--- config.mk ---
export PLATFORM = sky130hd
export DESIGN_NAME = intr_ctrl
export DESIGN_NICKNAME = d
export VERILOG_FILES = /design/src/rtl/intr_ctrl.sv
export SDC_FILE = /design/constraint.sdc
export NUM_CORES = 1
export LEC_CHECK = 0
export BUFFER_PORTS_ARGS = -buffer_cell sky130_fd_sc_hd__buf_2
export CORE_MARGIN = 2
export CORE_UTILIZATION = 57
export CTS_BUF_LIST = sky130_fd_sc_hd__clkbuf_2
export CTS_CLUSTER_DIAMETER = 100
export CTS_CLUSTER_SIZE = 14
export DETAILED_ROUTE_END_ITERATION = 6
export PLACE_DENSITY = 0.86
export SYNTH_ARGS = -nofsm -noshare
export SYNTH_HDL_FRONTEND = slang
export SYNTH_SLANG_ARGS = --single-unit
--- constraint.sdc ---
create_clock -name clock -period 3.9 [get_ports clock]
set_input_delay 0.195 -clock clock [delete_from_list [all_inputs] [get_ports clock]]
set_output_delay 0.195 -clock clock [all_outputs]
set_load 0.02 [all_outputs]
--- src/rtl/intr_ctrl.sv ---
// Interrupt controller for the jacaranda-8 core. It latches rising-edge requests,
// picks the lowest-index enabled source and redirects the core, then redirects it back on reti.
module intr_ctrl #(
    parameter int              N_SRC = 4,
    parameter int              PC_W  = 8,
    parameter logic [PC_W-1:0] VEC0  = 8'h10,
    parameter logic [PC_W-1:0] VEC1  = 8'h20,
    parameter logic [PC_W-1:0] VEC2  = 8'h30,
    parameter logic [PC_W-1:0] VEC3  = 8'h40
) (
    input  logic             clock,
    input  logic             reset_n,
    input  logic [N_SRC-1:0] irq,
    input  logic             ien_we,
    input  logic [N_SRC-1:0] ien_wdata,
    input  logic             insn_boundary,
    input  logic [PC_W-1:0]  next_pc,
    input  logic             reti,
    output logic             intr_en,
    output logic             take,
    output logic [PC_W-1:0]  redirect_pc,
    output logic [1:0]       cause,
    output logic [N_SRC-1:0] pending,
    output logic [N_SRC-1:0] ien
);

    typedef enum logic [1:0] {
        ST_IDLE    = 2'd0,
        ST_SERVICE = 2'd1,
        ST_RETURN  = 2'd2
    } state_t;

    state_t           state_q, state_d;
    logic [N_SRC-1:0] irq_prev_q, irq_prev_d;
    logic [N_SRC-1:0] pending_q, pending_d;
    logic [N_SRC-1:0] ien_q, ien_d;
    logic [PC_W-1:0]  epc_q, epc_d;
    logic [PC_W-1:0]  redirect_q, redirect_d;
    logic [1:0]       cause_q, cause_d;
    logic             take_q, take_d;
    logic             intr_en_q, intr_en_d;

    logic [N_SRC-1:0] rise;
    logic [N_SRC-1:0] elig;
    logic [N_SRC-1:0] clr;
    logic [1:0]       winner;

    // Lowest set index wins; scanning downward lets the last hit be the smallest.
    function automatic logic [1:0] lowest_idx(input logic [N_SRC-1:0] v);
        logic [1:0] idx;
        idx = 2'd0;
        for (int i = N_SRC - 1; i >= 0; i--) begin
            if (v[i]) begin
                idx = 2'(i);
            end
        end
        return idx;
    endfunction

    function automatic logic [PC_W-1:0] vector_of(input logic [1:0] idx);
        logic [PC_W-1:0] v;
        case (idx)
            2'd0:    v = VEC0;
            2'd1:    v = VEC1;
            2'd2:    v = VEC2;
            default: v = VEC3;
        endcase
        return v;
    endfunction

    always_comb begin
        rise       = irq & ~irq_prev_q;
        elig       = pending_q & ien_q;
        winner     = lowest_idx(elig);

        state_d    = state_q;
        clr        = '0;
        epc_d      = epc_q;
        cause_d    = cause_q;
        redirect_d = redirect_q;
        take_d     = 1'b0;
        intr_en_d  = intr_en_q;

        case (state_q)
            ST_IDLE: begin
                intr_en_d = 1'b0;
                if (insn_boundary && (elig != '0)) begin
                    clr[winner] = 1'b1;
                    epc_d       = next_pc;
                    cause_d     = winner;
                    redirect_d  = vector_of(winner);
                    take_d      = 1'b1;
                    intr_en_d   = 1'b1;
                    state_d     = ST_SERVICE;
                end
            end
            ST_SERVICE: begin
                // Further pendings just accumulate here: no nesting.
                if (reti) begin
                    redirect_d = epc_q;
                    take_d     = 1'b1;
                    intr_en_d  = 1'b0;
                    state_d    = ST_RETURN;
                end
            end
            ST_RETURN: begin
                // No arbitration here so the core fetches epc before any re-entry.
                intr_en_d = 1'b0;
                state_d   = ST_IDLE;
            end
            default: begin
                intr_en_d = 1'b0;
                state_d   = ST_IDLE;
            end
        endcase

        // A rise on the bit being cleared keeps it set.
        pending_d  = (pending_q & ~clr) | rise;
        ien_d      = ien_we ? ien_wdata : ien_q;
        irq_prev_d = irq;
    end

    always_ff @(posedge clock or negedge reset_n) begin
        if (!reset_n) begin
            state_q    <= ST_IDLE;
            irq_prev_q <= '0;
            pending_q  <= '0;
            ien_q      <= '0;
            epc_q      <= '0;
            redirect_q <= '0;
            cause_q    <= '0;
            take_q     <= 1'b0;
            intr_en_q  <= 1'b0;
        end else begin
            state_q    <= state_d;
            irq_prev_q <= irq_prev_d;
            pending_q  <= pending_d;
            ien_q      <= ien_d;
            epc_q      <= epc_d;
            redirect_q <= redirect_d;
            cause_q    <= cause_d;
            take_q     <= take_d;
            intr_en_q  <= intr_en_d;
        end
    end

    assign intr_en     = intr_en_q;
    assign take        = take_q;
    assign redirect_pc = redirect_q;
    assign cause       = cause_q;
    assign pending     = pending_q;
    assign ien         = ien_q;

endmodule

Yosys cells after proc, flatten, opt, wreduce, memory -nomap -nowiden
Cells that the tools add are included.
{"block": "word_totals", "regBits": 34, "output_inout_bits": 20}
{"block": "op_classes", "n_lt_le_gt_ge": 2, "n_eq_ne": 5, "mux": 20, "bitwise_logic": 6, "n_reduce_logical": 9}
{"cell": "7-bit one-hot mux with 3 select lines", "n": 1}
{"cell": "8-bit two-way mux", "n": 2}
{"cell": "8-bit one-hot mux with 2 select lines", "n": 1}
{"cell": "4-bit bitwise AND", "n": 3}
{"cell": "2-bit two-way mux", "n": 6}
{"cell": "4-bit two-way mux", "n": 2}
{"cell": "4-bit inverter", "n": 2}
{"cell": "2-bit by 1-bit equality test with 1-bit output (second input constant)", "n": 2}
{"cell": "2-bit zero test", "n": 2}
{"cell": "1-bit two-way mux", "n": 4}
{"cell": "2-bit != test (second input constant)", "n": 2}
{"cell": "4-bit bitwise OR", "n": 1}
{"cell": "1-bit one-hot mux with 2 select lines", "n": 2}
{"cell": "2-bit one-hot mux with 2 select lines", "n": 1}
{"cell": "2-bit AND reduction", "n": 2}
{"cell": "4-bit nonzero test", "n": 1}
{"cell": "2-bit by 3-bit < comparator with 1-bit output (second input constant)", "n": 1}
{"cell": "3-bit AND reduction", "n": 1}
{"cell": "1-bit demux with 2-bit select", "n": 1}
{"cell": "2-bit equality test (second input constant)", "n": 1}
{"cell": "2-bit by 1-bit >= comparator with 1-bit output (second input constant)", "n": 1}
{"cell": "1-bit logical AND", "n": 2}
{"cell": "2-bit nonzero test", "n": 1}

Longest topological paths before layout
Gate-level depths: netlist of run 1.
{"block": "logic_depth", "word_depth": 14, "mapped_depth": 8, "mapped_depth_nobuf": 8}

Least setup slack after synthesis of run 1
No wires, ideal clock.
{"block": "synth_path", "path_kind": "register to register", "from": "register pending_q[1] (netlist: pending[1])", "to": "register redirect_q[5] (netlist: redirect_pc[5])", "setup_time_ns": 0.125, "arrival_ns": 1.694, "required_time_ns": 3.775, "slack_ns": 2.081, "stages_incl_launch_ff": 6, "n_path_buf": 0, "period_less_slack_ns": 1.819, "path_cell_list": "dfrtp_1 a22o_1 nand2b_1 ha_1 mux2_2 mux2_4"}
{"block": "synth_via", "elab_chain_cells": 7, "elab_cells_between_ends": 13}
{"item": "start: declaration", "line": "35", "rtl": "logic [N_SRC-1:0] pending_q, pending_d;"}
{"item": "start signal: assignment", "line": "137", "rtl": "pending_q <= pending_d;"}
{"item": "4-bit bitwise AND *", "line": "73", "rtl": "elig = pending_q & ien_q;"}
{"item": "2-bit two-way mux (2 in series)", "line": "53", "rtl": "if (v[i]) begin"}
{"item": "2-bit equality test, or another cell as far along", "line": "62", "rtl": "case (idx)"}
{"item": "7-bit one-hot mux with 3 select lines", "line": "62"}
{"item": "8-bit two-way mux", "line": "87", "rtl": "if (insn_boundary && (elig != '0)) begin"}
{"item": "8-bit one-hot mux with 2 select lines", "line": "84", "rtl": "case (state_q)"}
{"item": "end signal: assignment", "line": "140", "rtl": "redirect_q <= redirect_d;"}
{"item": "end: declaration", "line": "38", "rtl": "logic [PC_W-1:0] redirect_q, redirect_d;"}
Mark *: on every way between the ends. The rest lies on a longest branch, timed or not. The select of a mux whose other input is x is not followed.
A chain may end at the register's enable or synchronous reset.

Final worst setup path of run 1
{"block": "layout_path", "from": "register state_q[0]", "to": "register redirect_q[4] (netlist: redirect_pc[4])"}
{"block": "layout_via", "elab_chain_cells": 3, "elab_cells_between_ends": 7}
{"item": "start: declaration", "line": "33", "rtl": "state_t state_q, state_d;"}
{"item": "start signal: assignment", "line": "135", "rtl": "state_q <= state_d;"}
{"item": "2-bit by 1-bit equality test with 1-bit output / 2-bit zero test (equally long branches)", "line": "84"}
{"item": "2-bit != test (no source line) / 2-bit nonzero test (equally long branches)"}
{"item": "3-bit AND reduction (no source line)"}
Parallel ways exist; a longest one is shown, timed or not.

==> results of run 1 <==
-- cell usage in the layout, fill, tap and decap left out --
cell type,n
a21o_1,1
a21oi_1,2
a22o_1,2
a31o_1,4
a31o_2,1
a32oi_1,1
and3_1,5
buf_2,40
clkbuf_2,7
dfrtp_1,34
dlygate4sd3_1,5
ha_1,5
inv_1,12
mux2_2,14
mux2_4,3
nand2_1,5
nand2_4,1
nand2b_1,1
nand3b_1,1
nor2_1,1
nor2b_1,1
nor3b_4,1
o21ai_0,10
o21ai_4,1
o31ai_1,1
-- state kept, by name, summed over array words and instances (netlist names) --
| name | cells |
|---|---|
| intr_en | 1 |
| cause | 2 |
| epc_q | 8 |
| pending | 4 |
| irq_prev_q | 4 |
| take | 1 |
| ien | 4 |
| state_q | 2 |
| redirect_pc | 8 |
-- how the worst max path moves through the flow --
stage | start | endpoint | slack [ps] | depth (start not counted)
2_1_floorplan | pending[1] | redirect_pc[5] | 2080 | 5
3_3_place_gp | state_q[0] | redirect_pc[6] | 2000 | 4
3_5_place_dp | state_q[0] | redirect_pc[4] | 1900 | 4
4_1_cts | state_q[0] | redirect_pc[4] | 1880 | 4
5_1_grt | state_q[0] | redirect_pc[4] | 1720 | 4
6_report | state_q[0] | redirect_pc[4] | 1840 | 4
-- logic make-up after synthesis --
family | count (synthesis) | share of synthesized area [%]
buf+inv | 15 | 4.75
flops | 34 | 58.7
mux | 17 | 14.0
simple gates | 16 | 7.16
fa+ha+maj | 5 | 4.31
compound gates | 23 | 11.1
-- routing by layer --
metal / wire length (µm) / vias up / GRT usage, %
met1: 1190 / 496 / 28.4
met3: 132 / 6 / 6.56
met4: 30 / 0 / 10.0
met2: 1430 / 26 / 33.7
li1: - / 477 / -
met5: 0 / - / 0
-- power groups by stage --
stage | combinational, µW | sequential [µW] | clock (µW)
6_report | 541 | 561 | 153
5_1_grt | 592 | 573 | 170
4_1_cts | 543 | 559 | 157
3_5_place_dp | 534 | 567 | 0
3_3_place_gp | 517 | 559 | 0
2_1_floorplan | 310 | 640 | 0
-- worst max-delay path, delay by kind of cell (launching register included) --
kind          cells  cell delay, ps
simple gates      3            1220
mux               1             320
flops             1             420
-- area by class of cell --
cell class              count  share of cell area (%)
multi-input cells          61                    30.3
flip-flops and latches     34                    48.6
inverters                  12                    2.58
clock buffers               7                    2.00
well taps                  30                    2.15
repair buffers             45                    14.3
-- metrics by stage --
step / hold WS [ps] / power [µW]
after floorplan: -101 / 950
after global placement: 274 / 1080
after detailed placement: 290 / 1100
after CTS: 32.2 / 1260
after global routing: 21.0 / 1330
final: 46.4 / 1250
==> impl_results.md, run 1 <==
- Async set-or-reset flop fraction in the synthesized netlist: 100%
- Post-synth top cells: dfrtp_1, mux2_2, inv_1
- DR WL/cell: 14.7 µm
- Drt first pass iters: 4
- Synth Flop Type: dfrtp_1
- DRC Markers: 0
- F_max: 486 MHz
- FF-to-FF Start: state_q[0]
- Setup TNS: 0 ps
- Setup Buffers After CTS: 0
- First-pass GRT wire length: 4380 µm
- Place WS: ~1900 ps
- Gate Count Post-Synth: 110
- Design Area, Final: 1750 µm²
- Net Count, Synth: 136
- CTS tree: done
- Crit-path cells: nor2b_1 > nand2_1 > nand2_4 > mux2_4
- Area added between synthesis and finish: 20.6%
- Sequential power share: between 40 and 50%
- Max-slew violation count: 0
- Worst-path clk slew: 160 ps
- Psw: 488 µW
- Max stage delay on crit path: 660 ps
- Worst-Skew Late Latency: around 360 ps
- Critical Path RT: 4170 ps
- Gp weighted congestion: between 0.7 and 0.8
- Yosys Warn Count: 0
- Multi-input gate area: 531 µm²
- Post-synth EDFFs: 0
- Die width: 54.4 µm
- DIE AREA: roughly 3000 µm²
- Hold WC Path Type: input port to flop
- Reg2Reg Depth: 4
- Final setup vio count: 0
- Max_cap viols: 0
- Clock tree sinks: 34
- Site row count: 18
- Synth area leader: dfrtp_1
- Switching share of power: 38.9%
- RSZ-0062 raised after global routing: no
- Antenna cells: 0
- Top-Level Pins: between 40 and 50
- R2r setup slk: 1840 ps
- Initial core utilization: 59.1%
- Antenna-violating nets left: 0
- Final worst slack: around 1800 ps
- Clk pwr share: between 10% and 20%
- Core Region: 2450 µm²
- # hold bufs at CTS: 5
- Int Pwr: 766 µW
- CP max FO: 12
- Hold Path Sink: epc_q[5]
- Grt total ovfl: 0
- Placed Area: 1660 µm²
- Peak supply drop: between 0.0004 and 0.0005 V
- Clk_skew: between 20 and 25 ps
- Hold path depth: 2
- Post-cts resize count: 0
- CTS root buf: clkbuf_2
- Worst Setup Start Kind: flop
- Crit share post-route: 52.8%
- Crit Path Class: flop to flop
- CP max-delay cell: nor2b_1
- H-tree depth: 2
- Yosys reg bits: 34
- Status: completed
- Vias in the first global route: 972
- Post-Route WL: 2790 µm
- Chip height: 54.4 µm
- Post-layout utilization of the core: slightly above 70%
- Register area share after synthesis: a little under 60%
- Worst-Margin Slew: 793 ps
- Slew margin rel.: 47.1%
- Lkg Pwr: 0.000910 µW
- Worst path arrival time: 2330 ps
- Combinational fraction of design power: 43.1%
- Min-delay src: next_pc[5]
- DR iter-0 viols: 9
- Post-DP HPWL: 1940 µm
- Tot GR Track Use: a little over a fifth
- Clock Path Buffers: 2
- Flip-flop and latch area: 851 µm²
- CP Capture Type: flop
- Minimum clock period: 2060 ps
- Mapped cell area: 1450 µm²
- Fillers: 164
- Nets@finish: around 190
- Final cell count without fillers: 189
- Clock buffer count from CTS: 5
- Vias: between 1000 and 1500
- Yosys top cell area share: between 50% and 60%
- Syn_area_per_cell: 13.2 µm²
- Via/cell ratio: 5.32
- PwrDens: 717 nW/µm²
- Yosys cell types: 25
- Placed cells: 177
- Pin count of the biggest net entering global routing: 35
- Initial antenna violation count: 0
- Count leader, synth: dfrtp_1
- Reg-to-Reg End: redirect_pc[4]
- I/O Buffers: 40
- Layout cell share with drive strength beyond 1: 42.8%
- Synth top area cells: dfrtp_1, mux2_2, ha_1
- Final Hold Vio Count: 0
Note: power is estimated with default switching activity, not from simulation.
==> run 2, diff against run 1 <==
--- a/config.mk
+++ b/config.mk
@@ -5,14 +5,15 @@
 export SDC_FILE = /design/constraint.sdc
 export NUM_CORES = 1
 export LEC_CHECK = 0
+export ABC_AREA = 1
 export BUFFER_PORTS_ARGS = -buffer_cell sky130_fd_sc_hd__buf_2
 export CORE_MARGIN = 2
-export CORE_UTILIZATION = 57
+export CORE_UTILIZATION = 48
 export CTS_BUF_LIST = sky130_fd_sc_hd__clkbuf_2
 export CTS_CLUSTER_DIAMETER = 100
 export CTS_CLUSTER_SIZE = 14
 export DETAILED_ROUTE_END_ITERATION = 6
-export PLACE_DENSITY = 0.86
+export PLACE_DENSITY = 0.77
 export SYNTH_ARGS = -nofsm -noshare
 export SYNTH_HDL_FRONTEND = slang
 export SYNTH_SLANG_ARGS = --single-unit
==> constraint.sdc (replaced) <==
create_clock -name clock -period 1.71 [get_ports clock]
set_input_delay 0.0855 -clock clock [delete_from_list [all_inputs] [get_ports clock]]
set_output_delay 0.0855 -clock clock [all_outputs]
set_load 0.02 [all_outputs]
==> run 2 against run 1 <==
Net effect:
- clock skew down 12 ps
- setup slack worse by 1700 ps
- critical path depth is 2 higher
- routed wire length rose by 12%
- die area grew 21%
- register-to-register slack worse by 1700 ps
- final area rose by 14%
- critical endpoint is now redirect_pc[6]
- largest power group unchanged
- highest routed layer unchanged
==> impl_results.md, run 2 <==
- Status: completed (unchanged)
- Clk_skew: 12.1 ps (was 23.9 ps)
- Antenna cells: 0 (unchanged)
- Vias: 1224 (was 1005)
- Post-synth EDFFs: 0 (unchanged)
- Post-Route WL: 3130 µm (was 2790 µm)
- Site row count: 20 (was 18)
- H-tree depth: 2 (unchanged)
- Net Count, Synth: 181 (was 136)
- Yosys cell types: 22 (was 25)
- Vias in the first global route: 1208 (was 972)
- PwrDens: 1400 nW/µm² (was 717 nW/µm²)
- Worst path arrival time: 1830 ps (was 2330 ps)
- Clock tree sinks: 34 (unchanged)
- Most frequent cells in the layout: nand2_1, buf_2, dfrtp_1 (was buf_2, dfrtp_1, mux2_2)
- FF-to-FF Start: pending[1] (was state_q[0])
- Hold path depth: 6 (was 2)
- Lkg Pwr: 0.00110 µW (was 0.000910 µW)
- DRC Markers: 0 (unchanged)
- Count leader, synth: nand2_1 (was dfrtp_1)
- Final worst slack: 170 ps (was 1840 ps)
- Core Region: 3000 µm² (was 2450 µm²)
- Drt first pass iters: 4 (unchanged)
- Slew margin rel.: 52.2% (was 47.1%)
- Register area share after synthesis: 56.8% (was 58.7%)
- First-pass GRT wire length: 5290 µm (was 4380 µm)
- Clock Path Buffers: 2 (unchanged)
- Hold WC Path Type: input port to flop (unchanged)
- Minimum clock period: 1540 ps (was 2060 ps)
- Reg-to-Reg End: redirect_pc[6] (was redirect_pc[4])
- Yosys top cell area share: 56.8% (was 58.7%)
- DR iter-0 viols: 37 (was 9)
- Place WS: -32.1 ps (was 1900 ps)
- Crit Path Class: flop to flop (unchanged)
- Synth Flop Type: dfrtp_1 (unchanged)
- Post-DP HPWL: 2100 µm (was 1940 µm)
- Syn_area_per_cell: 9.66 µm² (was 13.2 µm²)
- Max_cap viols: 0 (unchanged)
- Reg2Reg Depth: 6 (was 4)
- I/O Buffers: 40 (unchanged)
- Tot Pwr: 2790 µW (was 1250 µW)
- Placed Area: 1730 µm² (was 1660 µm²)
- Worst-Skew Late Latency: 390 ps (was 360 ps)
- F_max: 649 MHz (was 486 MHz)
- Critical Path RT: 2000 ps (was 4170 ps)
- Chip height: 59.9 µm (was 54.4 µm)
- Gp weighted congestion: 0.821 (was 0.775)
- Pin count of the biggest net entering global routing: 35 (unchanged)
- R2r setup slk: 170 ps (was 1840 ps)
- Gate Count Post-Synth: 155 (was 110)
- CP Capture Type: flop (unchanged)
- RSZ-0062 raised after global routing: no (unchanged)
- Multi-input gate area: 577 µm² (was 531 µm²)
- Commonest non-fill, non-tap cell in the layout: nand2_1 (was buf_2)
- Hold Path Sink: pending[1] (was epc_q[5])
- Worst-Margin Slew: 717 ps (was 793 ps)
- Yosys Warn Count: 0 (unchanged)
- CTS root buf: clkbuf_2 (unchanged)
- Synth area leader: dfrtp_1 (unchanged)
- DR WL/cell: 12.2 µm (was 14.7 µm)
- Via/cell ratio: 4.76 (was 5.32)
- Post-synth top cells: nand2_1, dfrtp_1, inv_1 (was dfrtp_1, mux2_2, inv_1)
- Setup Buffers After CTS: 0 (unchanged)
- Tot GR Track Use: 20.8% (was 21.9%)
- DIE AREA: 3580 µm² (was 2960 µm²)
- Max-slew violation count: 0 (unchanged)
- Peak supply drop: 0.000626 V (was 0.000442 V)
- Crit share post-route: 90.0% (was 52.8%)
- Fillers: 241 (was 164)
- Flip-flop and latch area: 851 µm² (unchanged)
- Initial core utilization: 49.9% (was 59.1%)
- Antenna-violating nets left: 0 (unchanged)
- Top-Level Pins: 41 (unchanged)
- Worst Setup Start Kind: flop (unchanged)
- Yosys reg bits: 34 (unchanged)
- Die width: 59.9 µm (was 54.4 µm)
- Initial antenna violation count: 0 (unchanged)
- Final Hold Vio Count: 0 (unchanged)
- Nets@finish: 249 (was 185)
- Async set-or-reset flop fraction in the synthesized netlist: 100% (unchanged)
- Design Area, Final: 2000 µm² (was 1750 µm²)
- Synth top area cells: dfrtp_1, nand2_1, ha_1 (was dfrtp_1, mux2_2, ha_1)
- Area added between synthesis and finish: 33.2% (was 20.6%)
- Min-delay src: insn_boundary (was next_pc[5])
- CTS tree: done (unchanged)
- Grt total ovfl: 0 (unchanged)
- Worst-path clk slew: 150 ps (was 160 ps)
- Layout cell share with drive strength beyond 1: 29.5% (was 42.8%)
- Final setup vio count: 0 (unchanged)
- Clock buffer count from CTS: 5 (unchanged)
- Mapped cell area: 1500 µm² (was 1450 µm²)
- CP max FO: 21 (was 12)
- Hold slack: 157 ps (was 46.4 ps)
## run 2: critical path: stages, from the launching register on
cell     delay, ps
dfrtp_1        420
nand2_1        110
nand2_1        120
o21ai_4        490
nand2_2        150
nand2_1        100
nand2_1         50
## run 2: metal layers
metal / track usage, % / share of wire (%)
met3: 6.49 / 3.6
met2: 33.1 / 49
met1: 24.8 / 44
met4: 11.7 / 3.6
met5: 0 / 0
## run 2: layout make-up
cell class / instances / share of cell area, %
clock buffers: 6 / 1.50
repair buffers: 64 / 21.8
well taps: 33 / 2.07
clock inverters: 2 / 0.439
inverters: 14 / 2.63
flip-flops and latches: 34 / 42.6
multi-input cells: 104 / 28.9
## run 2: worst max path at each step
stage	start	endpoint	slack [ps]	cells past startpoint
final	pending[1]	redirect_pc[6]	170	6
after global routing	ien[0]	redirect_pc[6]	3	11
after CTS	pending[0]	redirect_pc[6]	150	11
after detailed placement	pending[2]	redirect_pc[6]	-30	6
after global placement	pending[2]	redirect_pc[5]	60	6
after floorplan	pending[2]	redirect_pc[5]	100	9
## run 2: cell families (layout without fill, tap and decap cells)
kind of cell	count (synthesis)	count (layout)	synth area share (%)
AOI/OAI and AO/OA	7	7	3.26
and+or+nand+nor	88	88	27.4
DFF	34	34	56.8
buffers and inverters	17	86	5.35
adders and majority gates	5	5	4.18
muxes	4	4	3.01
## run 2: what timing repair did
item	CTS	global route
hold buffers	22	0
gates resized for setup	1	1
endpoints found under the hold margin	55	0
pin swaps	0	1
setup endpoints to repair	3	2
## run 2: where the power goes
group / total, µW / switching [µW] / internal, µW
Clock: 363 / 263 / 100
Sequential: 1230 / 170 / 1060
Combinational: 1190 / 758 / 436
## run 2: through the flow
step                TNS [ps]  instances  utilization (%)
floorplan                  0        155                -
global placement           0        227             57.5
detailed placement     -56.4        227             57.5
CTS                        0        257             66.4
global route               0        257             66.5
finish                     0        257             66.5
